--- src/rtl/atmega_adc_sequencer_pkg.sv ---
// Shared definitions for the ATmega-style ADC sequencer: register map defaults,
// ADCSRA bit positions, auto-trigger source codes and FSM state encoding.
package atmega_adc_sequencer_pkg;

  localparam int unsigned ADCL_ADDR_DEF   = 32'h78;
  localparam int unsigned ADCH_ADDR_DEF   = 32'h79;
  localparam int unsigned ADCSRA_ADDR_DEF = 32'h7A;
  localparam int unsigned ADCSRB_ADDR_DEF = 32'h7B;
  localparam int unsigned ADMUX_ADDR_DEF  = 32'h7C;

  localparam int ADEN_BIT  = 7;
  localparam int ADSC_BIT  = 6;
  localparam int ADATE_BIT = 5;
  localparam int ADIF_BIT  = 4;
  localparam int ADIE_BIT  = 3;
  localparam int ADLAR_BIT = 5;

  localparam logic [2:0] ADTS_FREE_RUN = 3'b000;
  localparam logic [2:0] ADTS_EXT_TRIG = 3'b001;

  localparam int CONV_TICKS_DEF   = 13;
  localparam int FIRST_CONV_EXTRA = 12;

  typedef enum logic [1:0] {
    ST_IDLE      = 2'd0,
    ST_CONVERT   = 2'd1,
    ST_WAIT_DATA = 2'd2
  } adc_state_e;

  // Returns {ADCH, ADCL} for a 10-bit result under the given justification.
  function automatic logic [15:0] justify_result(input logic [9:0] d, input logic adlar);
    if (adlar) return {d, 6'b000000};
    return {6'b000000, d};
  endfunction

endpackage

--- src/rtl/atmega_adc_prescaler.sv ---
// ADC clock prescaler: one-cycle tick every 2^max(adps,1) clk cycles while enabled;
// the counter is held at zero while disabled.
module atmega_adc_prescaler (
  input  logic       clk,
  input  logic       rst,
  input  logic       en,
  input  logic [2:0] adps,
  output logic       tick
);

  logic [6:0] cnt;
  logic [6:0] mask;

  always_comb begin
    mask = 7'h01;
    case (adps)
      3'd0, 3'd1: mask = 7'h01;
      3'd2:       mask = 7'h03;
      3'd3:       mask = 7'h07;
      3'd4:       mask = 7'h0F;
      3'd5:       mask = 7'h1F;
      3'd6:       mask = 7'h3F;
      default:    mask = 7'h7F;
    endcase
  end

  always_ff @(posedge clk or negedge rst) begin
    if (!rst) begin
      cnt <= 7'd0;
    end else if (!en) begin
      cnt <= 7'd0;
    end else begin
      cnt <= cnt + 7'd1;
    end
  end

  // Free-running counter; a change of adps simply re-masks the running count.
  assign tick = en && ((cnt & mask) == mask);

endmodule

--- src/rtl/atmega_adc_sequencer.sv ---
// ATmega-style ADC conversion sequencer: register file, prescaled conversion timing,
// sample-source handshake, result justification/locking and interrupt flag.
module atmega_adc_sequencer
  import atmega_adc_sequencer_pkg::*;
#(
  parameter int          BUS_ADDR_DATA_LEN = 8,
  parameter int unsigned ADCL_ADDR         = ADCL_ADDR_DEF,
  parameter int unsigned ADCH_ADDR         = ADCH_ADDR_DEF,
  parameter int unsigned ADCSRA_ADDR       = ADCSRA_ADDR_DEF,
  parameter int unsigned ADCSRB_ADDR       = ADCSRB_ADDR_DEF,
  parameter int unsigned ADMUX_ADDR        = ADMUX_ADDR_DEF,
  parameter int          CONV_TICKS        = CONV_TICKS_DEF
) (
  input  logic                         clk,
  input  logic                         rst,
  input  logic [BUS_ADDR_DATA_LEN-1:0] addr,
  input  logic                         wr,
  input  logic                         rd,
  input  logic [7:0]                   bus_in,
  output logic [7:0]                   bus_out,
  output logic                         sample_req,
  input  logic                         sample_ack,
  input  logic [9:0]                   sample_data,
  input  logic                         ext_trig,
  output logic                         int_req,
  input  logic                         int_ack,
  output logic [1:0]                   dbg_state
);

  localparam logic [BUS_ADDR_DATA_LEN-1:0] A_ADCL   = ADCL_ADDR[BUS_ADDR_DATA_LEN-1:0];
  localparam logic [BUS_ADDR_DATA_LEN-1:0] A_ADCH   = ADCH_ADDR[BUS_ADDR_DATA_LEN-1:0];
  localparam logic [BUS_ADDR_DATA_LEN-1:0] A_ADCSRA = ADCSRA_ADDR[BUS_ADDR_DATA_LEN-1:0];
  localparam logic [BUS_ADDR_DATA_LEN-1:0] A_ADCSRB = ADCSRB_ADDR[BUS_ADDR_DATA_LEN-1:0];
  localparam logic [BUS_ADDR_DATA_LEN-1:0] A_ADMUX  = ADMUX_ADDR[BUS_ADDR_DATA_LEN-1:0];
  localparam logic [7:0] LEN_NORMAL = 8'(CONV_TICKS);
  localparam logic [7:0] LEN_FIRST  = 8'(CONV_TICKS + FIRST_CONV_EXTRA);

  adc_state_e state, state_d;
  logic [7:0] tick_cnt, tick_cnt_d;
  logic       aden, adsc, adate, adif, adie;
  logic [2:0] adps, adts;
  logic [7:0] admux;
  logic [9:0] result;
  logic       lock, first_conv, ext_trig_q;

  logic        tick;
  logic        wr_adcsra, start_wr, aden_off, free_run, trig_start;
  logic        start_acc, done, abort;
  logic [7:0]  conv_len;
  logic [15:0] just;

  atmega_adc_prescaler u_prescaler (
    .clk  (clk),
    .rst  (rst),
    .en   (aden),
    .adps (adps),
    .tick (tick)
  );

  assign wr_adcsra  = wr && (addr == A_ADCSRA);
  assign start_wr   = wr_adcsra && bus_in[ADEN_BIT] && bus_in[ADSC_BIT];
  assign aden_off   = wr_adcsra && !bus_in[ADEN_BIT];
  assign free_run   = adate && (adts == ADTS_FREE_RUN);
  assign trig_start = aden && adate && (adts == ADTS_EXT_TRIG) && ext_trig && !ext_trig_q;
  assign conv_len   = first_conv ? LEN_FIRST : LEN_NORMAL;

  // Sample handshake: sample_req is high for exactly the WAIT_DATA state and stays
  // high until sample_ack; sample_data is taken in the cycle sample_ack is high while
  // sample_req is high. An ack seen in any other state is ignored.
  always_comb begin
    state_d    = state;
    tick_cnt_d = tick_cnt;
    start_acc  = 1'b0;
    done       = 1'b0;
    abort      = 1'b0;
    unique case (state)
      ST_IDLE: begin
        if (start_wr || trig_start) begin
          state_d    = ST_CONVERT;
          tick_cnt_d = 8'd0;
          start_acc  = 1'b1;
        end
      end
      ST_CONVERT: begin
        if (tick) begin
          if (tick_cnt == conv_len - 8'd1) begin
            state_d    = ST_WAIT_DATA;
            tick_cnt_d = 8'd0;
          end else begin
            tick_cnt_d = tick_cnt + 8'd1;
          end
        end
      end
      ST_WAIT_DATA: begin
        if (sample_ack) begin
          done       = 1'b1;
          state_d    = free_run ? ST_CONVERT : ST_IDLE;
          tick_cnt_d = 8'd0;
        end
      end
      default: state_d = ST_IDLE;
    endcase
    // Disabling the ADC overrides everything, including a same-cycle ack.
    if (aden_off || (!aden && state != ST_IDLE)) begin
      abort      = 1'b1;
      state_d    = ST_IDLE;
      tick_cnt_d = 8'd0;
      start_acc  = 1'b0;
      done       = 1'b0;
    end
  end

  always_ff @(posedge clk or negedge rst) begin
    if (!rst) begin
      state    <= ST_IDLE;
      tick_cnt <= 8'd0;
    end else begin
      state    <= state_d;
      tick_cnt <= tick_cnt_d;
    end
  end

  always_ff @(posedge clk or negedge rst) begin
    if (!rst) begin
      aden       <= 1'b0;
      adsc       <= 1'b0;
      adate      <= 1'b0;
      adif       <= 1'b0;
      adie       <= 1'b0;
      adps       <= 3'd0;
      adts       <= 3'd0;
      admux      <= 8'd0;
      result     <= 10'h000;
      lock       <= 1'b0;
      first_conv <= 1'b1;
      ext_trig_q <= 1'b0;
    end else begin
      ext_trig_q <= ext_trig;
      if (wr_adcsra) begin
        aden  <= bus_in[ADEN_BIT];
        adate <= bus_in[ADATE_BIT];
        adie  <= bus_in[ADIE_BIT];
        adps  <= bus_in[2:0];
      end
      if (wr && (addr == A_ADCSRB)) adts <= bus_in[2:0];
      if (wr && (addr == A_ADMUX)) admux <= bus_in;

      // ADSC is never cleared by software, only by completion or disable.
      if (abort)                      adsc <= 1'b0;
      else if (start_acc)             adsc <= 1'b1;
      else if (done && !free_run)     adsc <= 1'b0;

      if (done)                                         adif <= 1'b1;
      else if ((wr_adcsra && bus_in[ADIF_BIT]) || int_ack) adif <= 1'b0;

      if (done && !lock) result <= sample_data;

      if (rd && (addr == A_ADCL))      lock <= 1'b1;
      else if (rd && (addr == A_ADCH)) lock <= 1'b0;

      if (!aden)                                            first_conv <= 1'b1;
      else if (state == ST_CONVERT && state_d == ST_WAIT_DATA) first_conv <= 1'b0;
    end
  end

  assign just = justify_result(result, admux[ADLAR_BIT]);

  always_comb begin
    bus_out = 8'h00;
    if (rd) begin
      if (addr == A_ADCL)        bus_out = just[7:0];
      else if (addr == A_ADCH)   bus_out = just[15:8];
      else if (addr == A_ADCSRA) bus_out = {aden, adsc, adate, adif, adie, adps};
      else if (addr == A_ADCSRB) bus_out = {5'b00000, adts};
      else if (addr == A_ADMUX)  bus_out = admux;
    end
  end

  assign sample_req = (state == ST_WAIT_DATA);
  assign int_req    = adif && adie;
  assign dbg_state  = state;

endmodule

--- config.mk ---
export PLATFORM = sky130hd
export DESIGN_NAME = atmega_adc_sequencer
export DESIGN_NICKNAME = d
export VERILOG_FILES = /design/src/rtl/atmega_adc_sequencer_pkg.sv /design/src/rtl/atmega_adc_prescaler.sv /design/src/rtl/atmega_adc_sequencer.sv
export SDC_FILE = /design/constraint.sdc
export NUM_CORES = 1
export LEC_CHECK = 0
export ABC_CLOCK_PERIOD_IN_PS = 4910
export CELL_PAD_IN_SITES_DETAIL_PLACEMENT = 2
export CELL_PAD_IN_SITES_GLOBAL_PLACEMENT = 2
export CORE_ASPECT_RATIO = 1.4
export CORE_MARGIN = 5
export CORE_UTILIZATION = 36
export DETAILED_ROUTE_END_ITERATION = 8
export GPL_ROUTABILITY_DRIVEN = 0
export PLACE_DENSITY = 0.85
export SLEW_MARGIN = 20
export SYNTH_ARGS = -nofsm -noshare
export SYNTH_HDL_FRONTEND = slang
export SYNTH_SLANG_ARGS = --single-unit
--- constraint.sdc ---
create_clock -name clk -period 4.91 [get_ports clk]
set_input_delay 0.7365 -clock clk [delete_from_list [all_inputs] [get_ports clk]]
set_output_delay 0.7365 -clock clk [all_outputs]
set_load 0.005 [all_outputs]
Yosys cells after proc, flatten, opt, wreduce, memory -nomap -nowiden
Cells that the tools add are included.
{"block": "op_classes", "n_addsub": 3, "multipliers": 0, "div": 0, "order_cmp": 0, "n_eq_ne": 21, "shift": 0, "muxes": 41, "bitwise_logic": 1, "reduce_logical": 38}
{"operator": "two-way mux 8 bit", "n": 11}
{"operator": "case mux 7 bit (6 select lines)", "n": 1}
{"operator": "equality test 8 x 7 -> 1 bit, second input constant", "n": 5}
{"operator": "two-way mux 16 bit", "n": 2}
{"operator": "case mux 8 bit (3 select lines)", "n": 1}
{"operator": "logical AND 1 bit", "n": 20}
{"operator": "two-way mux 1 bit", "n": 18}
{"operator": "two-way mux 2 bit", "n": 5}
{"operator": "equality test 3 bit, second input constant", "n": 3}
{"operator": "adder 8 x 1 -> 8 bit, second input constant", "n": 1}
{"operator": "equality test 8 bit", "n": 1}
{"operator": "adder 7 x 1 -> 7 bit, second input constant", "n": 1}
{"operator": "AND 7 bit", "n": 1}
{"operator": "equality test 7 bit", "n": 1}
{"operator": "two-way mux 7 bit", "n": 1}
{"operator": "equality test 3 x 1 -> 1 bit, second input constant", "n": 2}
{"operator": "equality test 3 x 2 -> 1 bit, second input constant", "n": 2}
{"operator": "zero test 3 bit", "n": 2}
{"operator": "inequality test 3 bit, second input constant", "n": 2}
{"operator": "case mux 2 bit (3 select lines)", "n": 1}
{"operator": "nonzero test 2 bit", "n": 3}
{"operator": "subtractor 5 x 1 -> 6 bit, second input constant", "n": 1}
{"operator": "zero test 1 bit", "n": 5}
{"operator": "two-way mux 5 bit", "n": 1}
{"operator": "other kinds (10)", "n": 13}
{"block": "word_totals", "regBits": 49, "latchBits": 0, "ram_bits": 0, "mem_bits_ro": 0, "output_inout_bits": 12, "word_cells": 119, "memories": 0}

Longest topological paths before layout
Gate-level depths: netlist of run 1.
{"block": "depth", "word_depth": 13, "depth_mapped": 8}

Cells and area by module
From an unflattened synthesis of run 1, not the netlist that was laid out.
{"block": "hier_totals", "hier_cells": 268, "area_unflattened_um2": 2760.1}
{"module": "atmega_adc_sequencer", "instances": 1, "cells_each": 230, "area_each_um2": 2383.5, "seq_area_each_um2": 1052.3}
{"module": "atmega_adc_prescaler", "instances": 1, "cells_each": 38, "area_each_um2": 376.6, "seq_area_each_um2": 175.2}

Worst setup path before layout of run 1
OpenSTA, ideal clock, no wires.
{"block": "synth_path", "path_kind": "input port to output port", "from": "input port addr[7]", "to": "output port bus_out[6]", "t_arrival_ns": 1.891, "required_time_ns": 4.174, "setup_slack_ns": 2.282, "path_stages": 5, "n_path_buf": 0, "path_cell_list": "and4b_1 nand2_1 nor4_2 a22o_1 and3_1"}
{"block": "synth_via", "elab_chain_cells": 7}
{"item": "start: declaration", "line_no": "atmega_adc_sequencer.sv:16", "rtl": "input logic [BUS_ADDR_DATA_LEN-1:0] addr,"}
{"item": "equality test 8 x 7 -> 1 bit", "line_no": "atmega_adc_sequencer.sv:175", "rtl": "else if (addr == A_ADMUX) bus_out = admux;"}
{"item": "two-way mux 8 bit", "line_no": "atmega_adc_sequencer.sv:175"}
{"item": "two-way mux 8 bit", "line_no": "atmega_adc_sequencer.sv:174", "rtl": "else if (addr == A_ADCSRB) bus_out = {5'b00000, adts};"}
{"item": "two-way mux 8 bit", "line_no": "atmega_adc_sequencer.sv:173", "rtl": "else if (addr == A_ADCSRA) bus_out = {aden, adsc, adate, adif, adie, adps};"}
{"item": "two-way mux 8 bit", "line_no": "atmega_adc_sequencer.sv:172", "rtl": "else if (addr == A_ADCH) bus_out = just[15:8];"}
{"item": "two-way mux 8 bit (*)", "line_no": "atmega_adc_sequencer.sv:171", "rtl": "if (addr == A_ADCL) bus_out = just[7:0];"}
{"item": "two-way mux 8 bit (*)", "line_no": "atmega_adc_sequencer.sv:170", "rtl": "if (rd) begin"}
{"item": "end: declaration", "line_no": "atmega_adc_sequencer.sv:20", "rtl": "output logic [7:0] bus_out,"}
Every way passes the cells marked *; elsewhere a longest branch is shown, timed or not.

Final worst setup path of run 1
{"block": "layout_path", "from": "input port addr[5]", "to": "output port bus_out[3]"}
The elaborated chain is that of the path after synthesis.

==> impl_metrics.yaml, run 1 <==
critical_path:
  crit_required_ps: 4170
  worstSetupEndpointType: "output pin"
  r2r_slack_ps: 2720
  reg2reg_depth: 8
  r2r_end: "tick_cnt[5]$_DFFE_PN0P_"
  critical_path.max_fanout: 7
  startpoint_type: "primary input"
  arrival_ps: 3130
  crit_type: "in -> out"
  r2r-start: "tick_cnt[0]$_DFFE_PN0P_"
timing:
  hold_viol_final: 0
  setup_viol_count_final: 0
  maxSlewHeadroom_pct: 57.5
  clock.fmax_mhz: 258
  rsz0062_at_grt: "no"
  fin_skew_ps: 15.4
  fin_setup_tns_ps: 0
  finalCritPeriodShare_pct: 78.8
  finalCriticalPeriod_ps: 3870
  worst_pin_slew_ps: 637
  slew_viol_final: 0
power_and_ir_drop:
  p_total_uw: 839
  peakVddDrop_v: 0.000128
  p_per_area_nw_per_um2: 247
  power.leakage_uw: 0.00144
synthesis:
  ys_seq_area_share_pct: 44.2
  synth.area.top_cells: "dfrtp_1 (43%), mux2_2 (6.9%), mux2_1 (4.1%)"
  syn-instance-count: 279
  syn-num-nets: 315
  synth.distinct_cells: 53
  synth-async-reset-ratio_pct: 100
  synth-edff-count: 0
  synth_top_flop_cell: "dfrtp_1"
  syn-cell-area_um2: 2780
  synth_area_leader_cell: "dfrtp_1"
  ys_ff_latch: 49
  yosys_warnings: 0
  synth.avg_cell_area_um2: 9.95
  synth.top_cell.area_share_pct: 43.3
clock_network:
  cts.sinks: 49
  numCtsBuffers: 5
  clockBufferDepth: 2
  cts_root_buffer: "clkbuf_8"
  cts_tree: "yes"
  holdBufCountCts: 0
  cts.reportedPaths.clkPinSlew_ps: 100
  clk_latency_ps: 320
  cts_max_level: 2
  post_cts_buffers: 0
  cts_resized: 0
global_route:
  gr-total-overflow: 0
  antenna_found_initial: 0
  track_usage_pct: 18.2
  grt_max_degree: 50
  grt_pass1_wl_um: 13800
  grt_pass1_vias: 2633
layout:
  insertedDiodeCount: 0
  instances_no_fill: 424
  area_delta_synth_final_pct: 22.5
  post_route_cells_drive_above_1_share_pct: 11.1
  fin_nets: 359
  final_cell_mix: "dfrtp_1 (48), clkdlybuf4s50_1 (43), nand2_1 (25)"
  final_common_cell: "dfrtp_1"
worst_hold_path:
  min_from: "result[2]$_DFFE_PN0P_"
  hold-path-cell-count: 1
  holdCritPathClass: "reg -> reg"
  holdPathEnd: "result[2]$_DFFE_PN0P_"
route:
  detailedRoute.firstPassIterationCount: 4
  dr.first_iter.drc_count: 79
  drt-wirelength-per-cell_um: 19.8
  drc: 0
  dr_total_vias: 2357
  final_antenna_net_count: 0
  wirelength_um: 8410
  detail_route.vias_per_cell: 5.56
place:
  io_buffers: 44
  dp.cells: 416
  dp_hpwl_um: 6540
floorplanning:
  core-area_um2: 7650
  dieArea_um2: 9590
  initial_core_util_pct: 36.3
  die_width_um: 84.2
  ios: 45
  chipHeight_um: 114
  rows: 38
job:
  drv_cap: 0
outcome:
  status: "completed"
synthesized netlist by cell type (2+ instances only):
master	instances
xor2_1	3
nor2b_1	11
mux2_2	17
nand3_1	13
buf_2	3
a32oi_1	2
and4b_1	4
and3_1	6
a31oi_1	2
nand2b_1	3
clkbuf_1	5
nor3_1	4
nor2_1	13
and2_1	4
inv_1	13
o21ai_0	12
nand4b_1	2
nand3b_1	3
mux2_1	10
or2_2	2
o211ai_1	3
a22o_1	5
xnor2_1	2
or3_1	6
dfrtp_1	48
ha_1	3
a21oi_1	9
nand4_1	4
a22oi_1	8
o22ai_1	10
nand2_1	25
mux2i_1	3
metal layers:
layer  GRT usage [%]  routed length [um]  vias up
met5               0                   0        -
met4            6.55                 176        0
met3            2.89                 234       13
met2            34.1                4510       50
met1            20.6                3490     1184
li1                -                   -     1110
flip-flops by register name (all words and copies together), names as in the netlist:
signal	flops
adps	3
tick_cnt	8
result	10
adsc	1
adate	1
lock	1
dbg_state	2
u_prescaler.cnt	7
ext_trig_q	1
adts	3
admux	8
first_conv	1
adie	1
aden	1
adif	1
cell type report:
type                    count  area [um^2]
clock buffers               6         72.6
clock inverters             2         15.0
fillers                   824         4260
inverters                  13         48.8
multi-input cells         207         1450
flip-flops and latches     49         1230
well taps                 100          125
repair buffers             47          458
stage by stage:
| stage | instance area [um^2] | hold slack (ps) | setup WS (ps) | utilization [%] |
|---|---|---|---|---|
| global route | 3400 | 532 | 841 | 44.4 |
| detailed placement | 3310 | 505 | 1040 | 43.3 |
| floorplan | 2780 | 441 | 2280 | - |
| global placement | 3310 | 481 | 1090 | 43.3 |
| finish | 3400 | 520 | 1040 | 44.4 |
| CTS | 3400 | 525 | 1030 | 44.4 |
critical path, stage by stage:
cell and delay, ps:
clkdlybuf4s50_1 450, and4b_1 290, nand2_1 200, nor4_2 550
a22oi_1 220, o21ai_0 180, clkdlybuf4s50_1 520
report_power, final:
group          leakage [uW]  switching, uW  internal, uW
logic              0.000736           95.4          68.8
registers          0.000669           14.3           416
clock network     0.0000374            143           101
total               0.00144            253           585
worst max-delay path by stage:
| stage | start | to | slack (ps) | cells past startpoint |
|---|---|---|---|---|
| after detailed placement | addr[5] | bus_out[3] | 1040 | 7 |
| final | addr[5] | bus_out[3] | 1040 | 7 |
| after global placement | addr[5] | bus_out[3] | 1090 | 7 |
| after global routing | addr[2] | bus_out[4] | 840 | 6 |
| after CTS | addr[5] | bus_out[4] | 1030 | 7 |
| after floorplan | addr[7] | bus_out[6] | 2280 | 5 |
kinds of logic after synthesis:
kind of cell / after synthesis / synth area share (%)
buf+inv: 23 / 3.43
mux: 30 / 12.0
compound gates: 61 / 15.1
flops: 49 / 44.2
xor+xnor: 5 / 1.58
fa+ha+maj: 3 / 1.35
simple gates: 108 / 22.3
Power figures use the tool's default switching activity.
==> run 2, diff against run 1 <==
--- a/config.mk
+++ b/config.mk
@@ -5,15 +5,15 @@
 export SDC_FILE = /design/constraint.sdc
 export NUM_CORES = 1
 export LEC_CHECK = 0
-export ABC_CLOCK_PERIOD_IN_PS = 4910
+export ABC_CLOCK_PERIOD_IN_PS = 3700
 export CELL_PAD_IN_SITES_DETAIL_PLACEMENT = 2
 export CELL_PAD_IN_SITES_GLOBAL_PLACEMENT = 2
 export CORE_ASPECT_RATIO = 1.4
 export CORE_MARGIN = 5
-export CORE_UTILIZATION = 36
+export CORE_UTILIZATION = 34
 export DETAILED_ROUTE_END_ITERATION = 8
 export GPL_ROUTABILITY_DRIVEN = 0
-export PLACE_DENSITY = 0.85
+export PLACE_DENSITY = 0.81
 export SLEW_MARGIN = 20
 export SYNTH_ARGS = -nofsm -noshare
 export SYNTH_HDL_FRONTEND = slang
==> constraint.sdc (replaced) <==
create_clock -name clk -period 3.7 [get_ports clk]
set_input_delay 0.555 -clock clk [delete_from_list [all_inputs] [get_ports clk]]
set_output_delay 0.555 -clock clk [all_outputs]
set_load 0.005 [all_outputs]
==> run 2 against run 1 <==
  * Sequential power rose by 33%
  * Combinational power rose by 37%
  * Via count rose by 2.0%
  * Clock power rose by 120%
  * Die area rose by 5.3%
  * First-iteration DRC count fell by 35%
  * Largest power group unchanged
==> impl_metrics.yaml, run 2 (synthesis results as in run 1) <==
outcome:
  status: "completed"
global_route:
  grt_max_degree: 39
  track_usage_pct: 18.9
  grt_pass1_wl_um: 14700
  antenna_found_initial: 0
  grt_pass1_vias: 2841
  gr-total-overflow: 0
clock_network:
  clockBufferDepth: 2
  cts_root_buffer: "clkbuf_16"
  cts.sinks: 49
  clk_latency_ps: 290
  cts_max_level: 2
  cts.reportedPaths.clkPinSlew_ps: 70
  holdBufCountCts: 0
  post_cts_buffers: 0
  numCtsBuffers: 5
  cts_tree: "yes"
  cts_resized: 0
critical_path:
  critical_path.max_fanout: 7
  r2r-start: "tick_cnt[0]$_DFFE_PN0P_"
  arrival_ps: 2900
  crit_type: "in -> out"
  worstSetupEndpointType: "output pin"
  r2r_end: "tick_cnt[5]$_DFFE_PN0P_"
  crit_required_ps: 3140
  r2r_slack_ps: 1520
  startpoint_type: "primary input"
  reg2reg_depth: 8
route:
  final_antenna_net_count: 0
  wirelength_um: 8890
  detail_route.vias_per_cell: 5.59
  drc: 0
  drt-wirelength-per-cell_um: 20.7
  dr_total_vias: 2403
  dr.first_iter.drc_count: 51
  detailedRoute.firstPassIterationCount: 4
floorplanning:
  core-area_um2: 8050
  rows: 39
  chipHeight_um: 117
  ios: 45
  die_width_um: 86.4
  initial_core_util_pct: 34.5
  dieArea_um2: 10100
timing:
  rsz0062_at_grt: "no"
  worst_pin_slew_ps: 893
  finalCritPeriodShare_pct: 93.3
  setup_viol_count_final: 0
  clock.fmax_mhz: 290
  holdWs_ps: 381
  maxSlewHeadroom_pct: 40.5
  fin_skew_ps: 2.75
  fin_setup_tns_ps: 0
  hold_viol_final: 0
  slew_viol_final: 0
  finalCriticalPeriod_ps: 3450
worst_hold_path:
  holdCritPathClass: "in -> async"
place:
  io_buffers: 44
  dp_hpwl_um: 6860
power_and_ir_drop:
  p_per_area_nw_per_um2: 382
  peakVddDrop_v: 0.000213
  power.leakage_uw: 0.00151
layout:
  final_cell_mix: "dfrtp_1 (48), clkdlybuf4s50_1 (43), nand2_1 (25)"
  insertedDiodeCount: 0
  largest_reg_flops: 10
  final_common_cell: "dfrtp_1"
  reg_top3: "result x10, admux x8, tick_cnt x8"
  post_route_cells_drive_above_1_share_pct: 12.2
  largest_register: "result"
  fin_nets: 363
  fillers: 871
  area_delta_synth_final_pct: 26.7
job:
  drv_cap: 0
run 2: changes by cell type in the layout (fill, tap and decap cells not counted), sizes merged:
cell / before / now
clkinvlp: 2 / 0
clkbuf: 6 / 7
buf: 4 / 8
bufinv: 0 / 1
run 2: area by class of cell:
class / instances / area (um^2) / area share [%]
Clock inverter: 1 / 30.0 / 0.854
Multi-Input combinational cell: 207 / 1450 / 41.3
Tap cell: 102 / 128 / 3.63
Clock buffer: 7 / 143 / 4.06
Sequential cell: 49 / 1230 / 34.9
Timing Repair Buffer: 51 / 488 / 13.9
Inverter: 13 / 48.8 / 1.39
run 2: how the worst max path moves through the flow:
stage | from | to | slack (ps) | depth (start not counted)
2_1_floorplan | addr[7] | bus_out[6] | 1440 | 5
3_3_place_gp | addr[5] | bus_out[4] | 360 | 7
3_5_place_dp | addr[4] | bus_out[6] | 260 | 7
4_1_cts | addr[4] | bus_out[6] | 250 | 7
5_1_grt | addr[5] | bus_out[3] | 50 | 7
6_report | addr[4] | bus_out[6] | 250 | 7
run 2: metrics by stage:
stage / cells / setup WS, ps / total power, uW / instance area (um^2) / utilization (%)
after floorplan: 279 / 1440 / 689 / 2780 / -
after global placement: 422 / 361 / 801 / 3340 / 41.5
after detailed placement: 422 / 258 / 809 / 3340 / 41.5
after CTS: 430 / 250 / 1360 / 3520 / 43.7
after global routing: 430 / 49.9 / 1400 / 3520 / 43.7
final: 430 / 247 / 1340 / 3520 / 43.7
run 2: per-layer routing:
| metal | share of wire, % | vias to the layer above | GRT usage [%] |
|---|---|---|---|
| met5 | 0 | - | 0 |
| met4 | 2.7 | 0 | 6.86 |
| met3 | 3.3 | 18 | 3.22 |
| met2 | 55 | 52 | 36.6 |
| met1 | 39 | 1217 | 20.2 |
| li1 | - | 1116 | - |
run 2: critical path, stage by stage:
cell	delay, ps
clkdlybuf4s50_1	450
and4b_1	280
nand2_1	200
nor4_2	520
a22o_1	230
and3_1	160
clkdlybuf4s50_1	500
run 2: report_power, final:
| part | internal (uW) | leakage, uW | total [uW] | switching [uW] |
|---|---|---|---|---|
| clock | 338 | 0.0000841 | 545 | 207 |
| sequential | 552 | 0.000669 | 573 | 20.8 |
| combinational | 93.4 | 0.000755 | 224 | 131 |
| total | 984 | 0.00151 | 1340 | 359 |
==> run 3, diff against run 2 <==
--- a/config.mk
+++ b/config.mk
@@ -10,10 +10,11 @@
 export CELL_PAD_IN_SITES_GLOBAL_PLACEMENT = 2
 export CORE_ASPECT_RATIO = 1.4
 export CORE_MARGIN = 5
-export CORE_UTILIZATION = 34
+export CORE_UTILIZATION = 35
+export CTS_BUF_LIST = sky130_fd_sc_hd__clkbuf_8
 export DETAILED_ROUTE_END_ITERATION = 8
 export GPL_ROUTABILITY_DRIVEN = 0
-export PLACE_DENSITY = 0.81
+export PLACE_DENSITY = 0.83
 export SLEW_MARGIN = 20
 export SYNTH_ARGS = -nofsm -noshare
 export SYNTH_HDL_FRONTEND = slang
==> run 3 against run 2 <==
  * Power fell by 10%
  * Non-clock buffer count fell by 1
  * Worst setup slack improved by 28 ps
  * Critical path depth did not move
  * Clock skew rose by 0.99 ps
  * Critical endpoint is now bus_out[4]
==> impl_metrics.yaml, run 3 (synthesis results as in run 1) <==
outcome:
  status: "completed"
clock_network:
  cts_max_level: 2
  holdBufCountCts: 0
  numCtsBuffers: 5
  cts.sinks: 49
  clockBufferDepth: 2
  cts.reportedPaths.clkPinSlew_ps: 90
  cts_resized: 0
  clk_latency_ps: 310
  cts_tree: "yes"
  post_cts_buffers: 0
  cts_root_buffer: "clkbuf_8"
layout:
  largest_register: "result"
  post_route_cells_drive_above_1_share_pct: 11.9
  fin_nets: 362
  largest_reg_flops: 10
  final_cell_mix: "dfrtp_1 (48), clkdlybuf4s50_1 (43), nand2_1 (25)"
  final_common_cell: "dfrtp_1"
  utilization_pct: 44.5
  multi_input_area_um2: 1450
  insertedDiodeCount: 0
  fillers: 821
  reg_top3: "result x10, admux x8, tick_cnt x8"
  seq_area_um2: 1230
  area_delta_synth_final_pct: 24.3
worst_hold_path:
  holdCritPathClass: "in -> async"
timing:
  holdWs_ps: 277
  hold_viol_final: 0
  fin_skew_ps: 3.75
  setup_viol_count_final: 0
  clock.fmax_mhz: 292
  worst_pin_slew_ps: 690
  rsz0062_at_grt: "no"
  finalCritPeriodShare_pct: 92.6
  slew_viol_final: 0
  maxSlewHeadroom_pct: 54.0
  finalCriticalPeriod_ps: 3420
  fin_ws_ps: 275
  fin_setup_tns_ps: 0
global_route:
  gr-total-overflow: 0
  grt_max_degree: 31
  track_usage_pct: 18.7
  grt_pass1_wl_um: 14400
  antenna_found_initial: 0
  grt_pass1_vias: 2812
critical_path:
  worstSetupEndpointType: "output pin"
  slowest_delay_ps: 530
  crit_slowest_cell: "clkdlybuf4s50_1"
  crit_required_ps: 3140
  cp_cell_sequence: "clkdlybuf4s50_1 -> and4b_1 -> nand2_1 -> nor4_2 -> a22oi_1 -> o21ai_0 -> clkdlybuf4s50_1"
  arrival_ps: 2870
  worst-path-buf-inv: 2
  crit_top_cell: "clkdlybuf4s50_1"
  startpoint_type: "primary input"
  crit_family: "simple AND/OR/NAND/NOR gates"
  crit_type: "in -> out"
  critical_path.max_fanout: 7
floorplanning:
  initial_core_util_pct: 35.8
  die_width_um: 85.3
  chipHeight_um: 115
  ios: 45
  core-area_um2: 7750
  rows: 38
  dieArea_um2: 9840
route:
  final_antenna_net_count: 0
  drc: 0
  drt-wirelength-per-cell_um: 20.4
  wirelength_um: 8700
  dr.first_iter.drc_count: 43
  detail_route.vias_per_cell: 5.66
  dr_total_vias: 2416
  detailedRoute.firstPassIterationCount: 5
power_and_ir_drop:
  power.leakage_uw: 0.00148
  p_total_uw: 1210
  p_per_area_nw_per_um2: 349
  peakVddDrop_v: 0.000205
place:
  post-place-ws_ps: 268
  io_buffers: 44
  dp_hpwl_um: 6730
job:
  drv_cap: 0
## run 3: power by group
group | total (uW) | internal (uW) | switching, uW | leakage [uW]
sequential | 572 | 552 | 20.3 | 0.000669
combinational | 227 | 93.0 | 134 | 0.000750
clock | 406 | 218 | 188 | 0.0000626
## run 3: final cells by class
cell class	instances	share of cell area, %
Multi-Input combinational cell	207	42.1
Tap cell	100	3.63
Clock inverter	2	0.979
Sequential cell	49	35.6
Timing Repair Buffer	50	13.9
Clock buffer	6	2.39
Inverter	13	1.41
## run 3: final timing paths
path / startpoint / slack [ps] / cells after the start / end
hold / removal: rst / 280 / 1 / result[1]$_DFFE_PN0P_
hold reg to reg: result[2]$_DFFE_PN0P_ / 510 / 1 / result[2]$_DFFE_PN0P_
setup / recovery: addr[7] / 280 / 7 / bus_out[4]
min in group clk: result[2]$_DFFE_PN0P_ / 510 / 1 / result[2]$_DFFE_PN0P_
setup reg to reg: tick_cnt[0]$_DFFE_PN0P_ / 1390 / 8 / dbg_state[0]$_DFF_PN0_
max in group asynchronous: rst / 2690 / 2 / adif$_DFFE_PN0P_
## run 3: worst reg2reg max path, cell delays in order (launching register included)
cell	delay (ps)
dfrtp_1	420
inv_1	90
ha_1	150
or4bb_1	410
a211oi_1	390
nor3_1	90
buf_4	200
o31ai_1	280
a21oi_1	130
## run 3: through the flow
| stage | area (um^2) | instances |
|---|---|---|
| finish | 3450 | 427 |
| global route | 3450 | 427 |
| CTS | 3450 | 427 |
| detailed placement | 3330 | 419 |
| global placement | 3330 | 419 |
| floorplan | 2780 | 279 |
## run 3: routing by layer
layer	global-route usage [%]	wire [um]	vias to the layer above	share of wire, %
met5	0	0	-	0
met4	7.50	247	0	2.8
met1	20.4	3490	1226	40
met2	35.5	4700	54	54
li1	-	-	1118	-
met3	3.08	266	18	3.1
